<file path="config.mk">
export PLATFORM = sky130hd
export DESIGN_NAME = mem_to_axis_flat
export DESIGN_NICKNAME = d
export VERILOG_FILES = /design/src/rtl/mem_to_axis_if.sv /design/src/rtl/mem_to_axis.sv /design/src/flat_wrapper.sv
export SDC_FILE = /design/constraint.sdc
export NUM_CORES = 1
export LEC_CHECK = 0
export CAP_MARGIN = 30
export CORE_ASPECT_RATIO = 0.9
export CORE_MARGIN = 1
export CORE_UTILIZATION = 30
export CTS_BUF_LIST = sky130_fd_sc_hd__clkbuf_4 sky130_fd_sc_hd__clkbuf_8 sky130_fd_sc_hd__clkbuf_16
export CTS_CLUSTER_DIAMETER = 100
export DETAILED_ROUTE_END_ITERATION = 10
export PLACE_DENSITY = 0.6
export SKIP_LAST_GASP = 1
export SLEW_MARGIN = 0
export SYNTH_ARGS = -nofsm -noshare
export SYNTH_HDL_FRONTEND = slang
export SYNTH_SLANG_ARGS = --single-unit
</file>
<file path="constraint.sdc">
create_clock -name clk -period 9.2 [get_ports clk]
set_input_delay 0.92 -clock clk [delete_from_list [all_inputs] [get_ports clk]]
set_output_delay 0.92 -clock clk [all_outputs]
set_load 0.005 [all_outputs]
</file>
<file path="src/rtl/mem_to_axis_if.sv">
// AXI-stream beat channel between mem_to_axis and its downstream consumer.
interface mem_to_axis_if #(
    parameter int DATA_WIDTH = 32
);
    logic                  tvalid;
    logic                  tready;
    logic [DATA_WIDTH-1:0] tdata;
    logic                  tlast;

    modport master (output tvalid, output tdata, output tlast, input tready);
    modport slave  (input tvalid, input tdata, input tlast, output tready);
endinterface

</file>
<file path="src/rtl/mem_to_axis.sv">
// Streams a wrap-around span of a synchronous-read memory out as one AXI-stream packet,
// using a credit-limited skid FIFO to absorb the fixed read latency under backpressure.
module mem_to_axis #(
    parameter int  MEMORY_DEPTH = 32,
    parameter int  DATA_WIDTH   = 32,
    parameter int  READ_LATENCY = 1,
    localparam int ADDR_WIDTH   = (MEMORY_DEPTH > 1) ? $clog2(MEMORY_DEPTH) : 1,
    localparam int FIFO_DEPTH   = READ_LATENCY + 2
) (
    input  logic                  clk,
    input  logic                  rst,
    input  logic                  start,
    input  logic [ADDR_WIDTH-1:0] start_addr,
    input  logic [ADDR_WIDTH:0]   length,
    output logic                  busy,
    output logic                  done,
    output logic                  rd_en,
    output logic [ADDR_WIDTH-1:0] rd_addr,
    input  logic [DATA_WIDTH-1:0] rd_data,
    mem_to_axis_if.master         m_axis
);
    localparam int LEN_W = ADDR_WIDTH + 1;
    localparam int PTR_W = $clog2(FIFO_DEPTH);
    localparam int CNT_W = $clog2(FIFO_DEPTH + 1);
    localparam int INF_W = $clog2(READ_LATENCY + 1);

    typedef enum logic [1:0] {IDLE, ISSUE, DRAIN} state_t;
    state_t state, state_nxt;

    logic [ADDR_WIDTH-1:0]   addr_q, last_addr_q;
    logic [LEN_W-1:0]        issue_rem, emit_rem;
    logic [READ_LATENCY-1:0] vld_p;
    logic [INF_W-1:0]        inflight;
    logic [DATA_WIDTH-1:0]   fifo_mem [FIFO_DEPTH];
    logic [PTR_W-1:0]        wr_ptr, rd_ptr;
    logic [CNT_W-1:0]        fifo_count;
    logic                    accept, push, pop, last_pop;

    function automatic logic [ADDR_WIDTH-1:0] addr_inc(input logic [ADDR_WIDTH-1:0] a);
        if (a == ADDR_WIDTH'(MEMORY_DEPTH - 1)) return '0;
        return a + ADDR_WIDTH'(1);
    endfunction

    function automatic logic [PTR_W-1:0] ptr_inc(input logic [PTR_W-1:0] p);
        if (p == PTR_W'(FIFO_DEPTH - 1)) return '0;
        return p + PTR_W'(1);
    endfunction

    function automatic logic [INF_W-1:0] popcount(input logic [READ_LATENCY-1:0] v);
        logic [INF_W-1:0] n;
        n = '0;
        for (int i = 0; i < READ_LATENCY; i++) n = n + INF_W'(v[i]);
        return n;
    endfunction

    // A read is only issued if its word is guaranteed a FIFO slot on return,
    // counting words already buffered plus those still in the memory pipeline.
    assign inflight = popcount(vld_p);
    assign accept   = (state == IDLE) && start && (length != '0);
    assign rd_en    = (state == ISSUE) && (issue_rem != '0) &&
                      ((int'(fifo_count) + int'(inflight)) < FIFO_DEPTH);
    assign rd_addr  = rd_en ? addr_q : last_addr_q;
    assign push     = vld_p[READ_LATENCY-1];

    assign m_axis.tvalid = (fifo_count != '0);
    assign m_axis.tdata  = m_axis.tvalid ? fifo_mem[rd_ptr] : '0;
    assign m_axis.tlast  = m_axis.tvalid && (emit_rem == LEN_W'(1));
    assign pop           = m_axis.tvalid && m_axis.tready;
    assign last_pop      = pop && (emit_rem == LEN_W'(1));

    always_comb begin
        state_nxt = state;
        unique case (state)
            IDLE:    if (accept) state_nxt = ISSUE;
            ISSUE:   if (rd_en && (issue_rem == LEN_W'(1))) state_nxt = DRAIN;
            DRAIN:   if (last_pop) state_nxt = IDLE;
            default: state_nxt = IDLE;
        endcase
    end

    always_ff @(posedge clk) begin
        if (rst) begin
            state       <= IDLE;
            addr_q      <= '0;
            last_addr_q <= '0;
            issue_rem   <= '0;
            emit_rem    <= '0;
            vld_p       <= '0;
            wr_ptr      <= '0;
            rd_ptr      <= '0;
            fifo_count  <= '0;
            busy        <= 1'b0;
            done        <= 1'b0;
        end else begin
            state <= state_nxt;
            done  <= last_pop;
            if (accept) begin
                addr_q    <= start_addr;
                issue_rem <= length;
                emit_rem  <= length;
                busy      <= 1'b1;
            end else if (last_pop) begin
                busy <= 1'b0;
            end
            if (rd_en) begin
                addr_q      <= addr_inc(addr_q);
                last_addr_q <= addr_q;
                issue_rem   <= issue_rem - LEN_W'(1);
            end
            if (pop) begin
                emit_rem <= emit_rem - LEN_W'(1);
                rd_ptr   <= ptr_inc(rd_ptr);
            end
            if (push) wr_ptr <= ptr_inc(wr_ptr);
            vld_p      <= (vld_p << 1) | READ_LATENCY'(rd_en);
            fifo_count <= fifo_count + CNT_W'(push) - CNT_W'(pop);
        end
    end

    // FIFO storage is data only; validity is carried entirely by fifo_count.
    always_ff @(posedge clk) begin
        if (push) fifo_mem[wr_ptr] <= rd_data;
    end
endmodule

</file>
<file path="src/flat_wrapper.sv">
// flat-port wrapper written by rule: the top's interface ports become plain ports
module mem_to_axis_flat 
#(
    parameter int  MEMORY_DEPTH = 32,
    parameter int  DATA_WIDTH   = 32,
    parameter int  READ_LATENCY = 1,
    localparam int ADDR_WIDTH   = (MEMORY_DEPTH > 1) ? $clog2(MEMORY_DEPTH) : 1,
    localparam int FIFO_DEPTH   = READ_LATENCY + 2
)
  (clk, rst, start, start_addr, length, busy, done, rd_en, rd_addr, rd_data, m_axis_tvalid, m_axis_tdata, m_axis_tlast, m_axis_tready);
  mem_to_axis_if #(.DATA_WIDTH(DATA_WIDTH)) m_axis_i ();
  input  logic clk;
  input  logic rst;
  input  logic start;
  input  logic [ADDR_WIDTH-1:0] start_addr;
  input  logic [ADDR_WIDTH:0] length;
  output logic busy;
  output logic done;
  output logic rd_en;
  output logic [ADDR_WIDTH-1:0] rd_addr;
  input  logic [DATA_WIDTH-1:0] rd_data;
  output wire logic [$bits(m_axis_i.tvalid)-1:0] m_axis_tvalid;
  output wire logic [$bits(m_axis_i.tdata)-1:0] m_axis_tdata;
  output wire logic [$bits(m_axis_i.tlast)-1:0] m_axis_tlast;
  input wire logic [$bits(m_axis_i.tready)-1:0] m_axis_tready;
  assign m_axis_tvalid = m_axis_i.tvalid;
  assign m_axis_tdata = m_axis_i.tdata;
  assign m_axis_tlast = m_axis_i.tlast;
  assign m_axis_i.tready = m_axis_tready;
  mem_to_axis #(.MEMORY_DEPTH(MEMORY_DEPTH), .DATA_WIDTH(DATA_WIDTH), .READ_LATENCY(READ_LATENCY)) u_core (.clk(clk), .rst(rst), .start(start), .start_addr(start_addr), .length(length), .busy(busy), .done(done), .rd_en(rd_en), .rd_addr(rd_addr), .rd_data(rd_data), .m_axis(m_axis_i));
endmodule
</file>
# After elaboration in Yosys (flattened, before gate mapping)
# Memory sizes are Yosys's and may differ from the RTL's. A register that Yosys moved wholly into a read port is not among the register bits.
# Cells that the tools add are included.
[totals]
out_inout_bits = 42
memories = 1
ramBits = 96
wordCells = 79
register_bits = 33
input_bits = 47
[classes]
order_cmp = 1
n_addsub = 8
n_reduce_logical = 16
mux = 32
n_eq_ne = 10
[mem_list]
columns = ["name", "words", "word_bits", "read_ports", "rd_clocked_by_memory_dff", "write_ports", "line", "rtl"]
rows = [
  ["u_core.fifo_mem", 3, 32, 1, 1, 1, "mem_to_axis.sv:34", "logic [DATA_WIDTH-1:0] fifo_mem [FIFO_DEPTH];"],
]
[ops]
columns = ["cell", "count"]
rows = [
  ["32-bit by 3-bit < comparator with 1-bit output, second input constant", 1],
  ["32-bit two-way mux", 1],
  ["5-bit two-way mux", 5],
  ["2-bit two-way mux", 9],
  ["6-bit two-way mux", 3],
  ["1-bit two-way mux", 13],
  ["6-bit by 1-bit == test with 1-bit output, second input constant", 2],
  ["6-bit nonzero test", 2],
  ["6-bit by 1-bit subtractor with 6-bit output, second input constant", 2],
  ["1-bit logical AND", 8],
  ["2-bit nonzero test", 4],
  ["2-bit == test, second input constant", 3],
  ["2-bit one-hot mux with 3 select lines", 1],
  ["5-bit by 1-bit adder with 5-bit output, second input constant", 1],
  ["5-bit == test, second input constant", 1],
  ["2-bit by 1-bit adder with 2-bit output, second input constant", 2],
  ["2-bit by 1-bit != test with 1-bit output, second input constant", 2],
  ["2-bit by 1-bit adder with 3-bit output", 1],
  ["3-bit AND reduction", 1],
  ["2-bit by 1-bit adder with 2-bit output", 1],
  ["2-bit by 1-bit == test with 1-bit output, second input constant", 1],
  ["2-bit zero test", 1],
  ["2-bit != test, second input constant", 1],
  ["2-bit by 1-bit subtractor with 2-bit output", 1],
]

# Longest topological paths before layout
[logic_depth]
ltp_word = 7
depth_mapped = 9
mapped_depth_nobuf = 8

# Worst setup path before layout
# Ideal clock, no wire load.
[synth_path]
path_kind = "reg-to-reg"
start = "reg u_core.vld_p (netlist: u_core.push)"
end = "mem u_core.fifo_mem[2][0], enable pin"
required_time_ns = 8.732
slack_ns = 5.901
t_arrival_ns = 2.831
path_stages_with_launch = 3
setup_ns = 0.468
cell_sequence = "dfxtp_1 inv_1 nor3b_1"
[synth_between]
elab_chain_len = 2
[synth_lines]
columns = ["element", "line", "rtl"]
rows = [
  ["from (decl)", "mem_to_axis.sv:32", "logic [READ_LATENCY-1:0] vld_p;"],
  ["from (signal assigned)", "mem_to_axis.sv:115", "vld_p <= (vld_p << 1) | READ_LATENCY'(rd_en);"],
  ["1-bit two-way mux", "mem_to_axis.sv:122", "if (push) fifo_mem[wr_ptr] <= rd_data;"],
  ["1-bit two-way mux (not written as such)", "mem_to_axis.sv:122", ""],
  ["to (decl)", "mem_to_axis.sv:34", ""],
]
# Every way passes these cells.

# Final worst setup path
[layout_path]
start = "reg u_core.issue_rem[2]"
end = "out rd_addr[4]"
[layout_between]
elab_chain_len = 4
[layout_lines]
columns = ["element", "line", "rtl"]
rows = [
  ["from (decl)", "mem_to_axis.sv:31", "logic [LEN_W-1:0] issue_rem, emit_rem;"],
  ["from (signal assigned)", "mem_to_axis.sv:99", "issue_rem <= length;"],
  ["from (signal assigned)", "mem_to_axis.sv:108", "issue_rem <= issue_rem - LEN_W'(1);"],
  ["6-bit nonzero test", "mem_to_axis.sv:60", "assign rd_en = (state == ISSUE) && (issue_rem != '0) &&"],
  ["1-bit logical AND (2 in a row)", "mem_to_axis.sv:60", ""],
  ["5-bit two-way mux", "mem_to_axis.sv:62", "assign rd_addr = rd_en ? addr_q : last_addr_q;"],
  ["to (decl)", "flat_wrapper.sv:20", "output logic [ADDR_WIDTH-1:0] rd_addr;"],
]
# Every way passes these cells.

==> flow_metrics.tcl <==
set metrics [dict create \
    run_status "finished, final reports clean" \
    number_of_nets_in_the_synthesized_netlist 490 \
    post_layout_nonfiller_instances 780 \
    main_area_contributors_after_synthesis "edfxtp_1, dfxtp_1, mux2i_1" \
    worst_r2r_endpoint "u_core.fifo_count[1]" \
    dpl.cell_count 747 \
    ff_latch_area_um2 3590 \
    setup.reg_to_reg.worst_slack_ns 6.82 \
    synth_largest_area_cell "edfxtp_1" \
    list_of_most_frequent_post_synthesis_cells "edfxtp_1, nor2_1, a21oi_1" \
    final_core_util_pct 41.3 \
    cts.clk_slew.worst_paths_ns 0.06 \
    grt_setup_unrepaired "no" \
    timing_worst_slew_pin_value_ns 0.928 \
    cts_sinks 131 \
    die_area_um2 18700 \
    holdPathEnd "u_core.busy" \
    summed_instance_area_of_the_synthesized_netlist_um2 5440 \
    floorplan.initialDensity_pct 30.8 \
    ys_seq_elements 131 \
    final_max_slew_viols 0 \
    ff2ff_path_depth 8 \
    met2_length_mm 5.75 \
    hold_buffers 0 \
    track_usage_pct 13.0 \
    cts_root_buf "clkbuf_16" \
    cts_setup_buffers 0 \
    whs_path_cells 2 \
    slew_headroom_pct 38.0 \
    global_route.overflow_total 0 \
    crit_type "reg -> out" \
    port-buffer-count 88 \
    yosys_most_used_dff "edfxtp_1" \
    detail_route.first_pass.iterations 4 \
    dpl_cell_area_um2 6640 \
    antenna_violating_nets_post_route 0 \
    critPathLaunchType "flip-flop" \
    vias_per_cell 4.66 \
    antenna_cells_inserted 0 \
    worstPathRequired_ns 8.28 \
    finClkSkew_ns 0.00793 \
    cts_repair_resize_count 0 \
    grt_start_max_net_pins 37 \
    yosys_warnings 0 \
    worst_r2r_startpoint "u_core.fifo_count[1]" \
    syn_area_per_cell_um2 12.6 \
    core-area_um2 17700 \
    final_gp_congestion 0.782 \
    highest-signal-layer "met4" \
    cts_tree "yes" \
    power_density_nw_per_um2 241 \
    drt_drc_violations_left 0 \
    first_global_vias 3537 \
    synth.distinct_cells 50 \
    period_share_pct 40.1 \
    finalInstanceArea_um2 7290 \
    fin_crit_ns 3.69 \
    wirelength_met1_mm 5.09 \
    fp.dieW_um 144 \
    critPathMaxFanout 23 \
    totalWireLength_mm 11.6 \
    yosysTopAreaCellShare_pct 53.0 \
    synth-seq-area-share_pct 65.8 \
    cp.arrival_ns 2.77 \
    finish.net_count 584 \
    fp.dieH_um 130 \
    finalHoldViolations 0 \
    synth_async_sr_flop_share_pct 0 \
    clk_path_buf_depth 2 \
    dp_hpwl_mm 7.37 \
    dr_wl_met3_um 669 \
    cap_violations 0 \
    finalSetupViolations 0 \
    detailedRoute.firstIterationViolations 127 \
    setup-tns-final_ns 0 \
    num_vias 3634 \
    synth_edf_count 96 \
    layout.filler_cells 1672 \
    htreeDepth 4 \
    post_route_cells_drive_above_1_share_pct 10.7 \
    cp_capture_type "output port" \
    grt_first_pass_wirelength_mm 18.2 \
    number_of_antenna_violations_at_the_first_check_in_global_routing 0 \
    synth.most_common_cell "edfxtp_1" \
    irDropWorstVdd_uv 127 \
    max_clock_freq_ghz 0.271 \
    io_pins 89 \
    cts_inserted_buffers 17 \
    clk_latency_worst_skew_pair_ns 0.41 \
    worstHoldStart "u_core.busy" \
    leakagePower_uw 0.00254 \
    area_overhead_vs_synth_pct 34.0 \
    post_synth_inst_count 433 \
    multiInputGateArea_um2 1730 \
    wl_per_cell_um 14.9 \
    hold_path_class "reg -> reg" \
    std_cell_rows 46 \
]
worst max-delay path by stage:
stage               cells past startpoint                     to                start
floorplan                               2  u_core.fifo_mem[2][0]          u_core.push
global placement                        4             rd_addr[0]  u_core.issue_rem[2]
detailed placement                      4             rd_addr[4]  u_core.issue_rem[2]
CTS                                     4             rd_addr[4]  u_core.issue_rem[2]
global route                            4             rd_addr[0]  u_core.issue_rem[2]
finish                                  4             rd_addr[4]  u_core.issue_rem[2]
cells in the final DEF (no fill, tap or decap), types with 4 or more instances in the layout:
cell type,n
inv_1,11
nor3_1,4
clkdlybuf4s50_1,88
ha_1,10
a211oi_1,4
edfxtp_1,96
and2_1,6
a21oi_1,39
mux2i_1,32
dfxtp_1,33
a31oi_1,7
nand3_1,8
nor2_1,78
nand2_1,22
clkbuf_16,21
cell families after synthesis:
family                     Yosys count  share of synthesized area, %
adders and majority gates           10                          2.30
AOI/OAI and AO/OA                   76                          9.54
xor gates and xnor gates             5                         0.805
and+or+nand+nor                    141                          11.8
buffers and inverters               33                          2.80
DFF                                131                          65.8
muxes                               37                          6.92
worst max-delay path, stage by stage, from the launching register on:
cell             delay [ns]
dfxtp_1                0.35
or4_4                  0.57
o211ai_4               0.56
mux2_2                 0.42
clkdlybuf4s50_1        0.45
routing by layer:
layer  track usage (%)  up-vias
met4              4.26        0
met2              22.1       90
met5                 0        -
met3              4.81       14
met1              15.2     1745
li1                  -     1785
power breakdown:
group	switching, uW	total (uW)	internal [uW]	leakage [uW]
clock network	245	687	442	0.000311
registers	34.0	704	670	0.00116
logic	176	366	189	0.00107
total	455	1760	1300	0.00254
sequential cells by signal (all words and copies together), names as in the netlist, named ones only:
| register | cells |
|---|---|
| u_core.push | 1 |
| u_core.fifo_mem | 96 |
| u_core.wr_ptr | 2 |
| u_core.rd_ptr | 2 |
| u_core.emit_rem | 6 |
| u_core.fifo_count | 2 |
| u_core.busy | 1 |
| u_core.issue_rem | 6 |
| u_core.last_addr_q | 5 |
| u_core.done | 1 |
| u_core.state | 2 |
| u_core.addr_q | 5 |
cell type report:
cell class / count / share of cell area, %
inverters: 12 / 0.618
clock buffers: 23 / 7.43
multi-input cells: 269 / 23.8
well taps: 240 / 4.12
clock inverters: 9 / 1.18
repair buffers: 96 / 13.7
flip-flops and latches: 131 / 49.2
metrics by stage:
step           power, uW  worst slack, ns  hold slack, ns
2_1_floorplan        912             5.90           0.453
5_1_grt             1850             5.35           0.490
6_report            1760             5.51           0.458
3_3_place_gp        1070             5.99           0.456
4_1_cts             1780             5.47           0.464
3_5_place_dp        1090             5.93           0.456
Note: power is estimated with default switching activity, not from simulation.
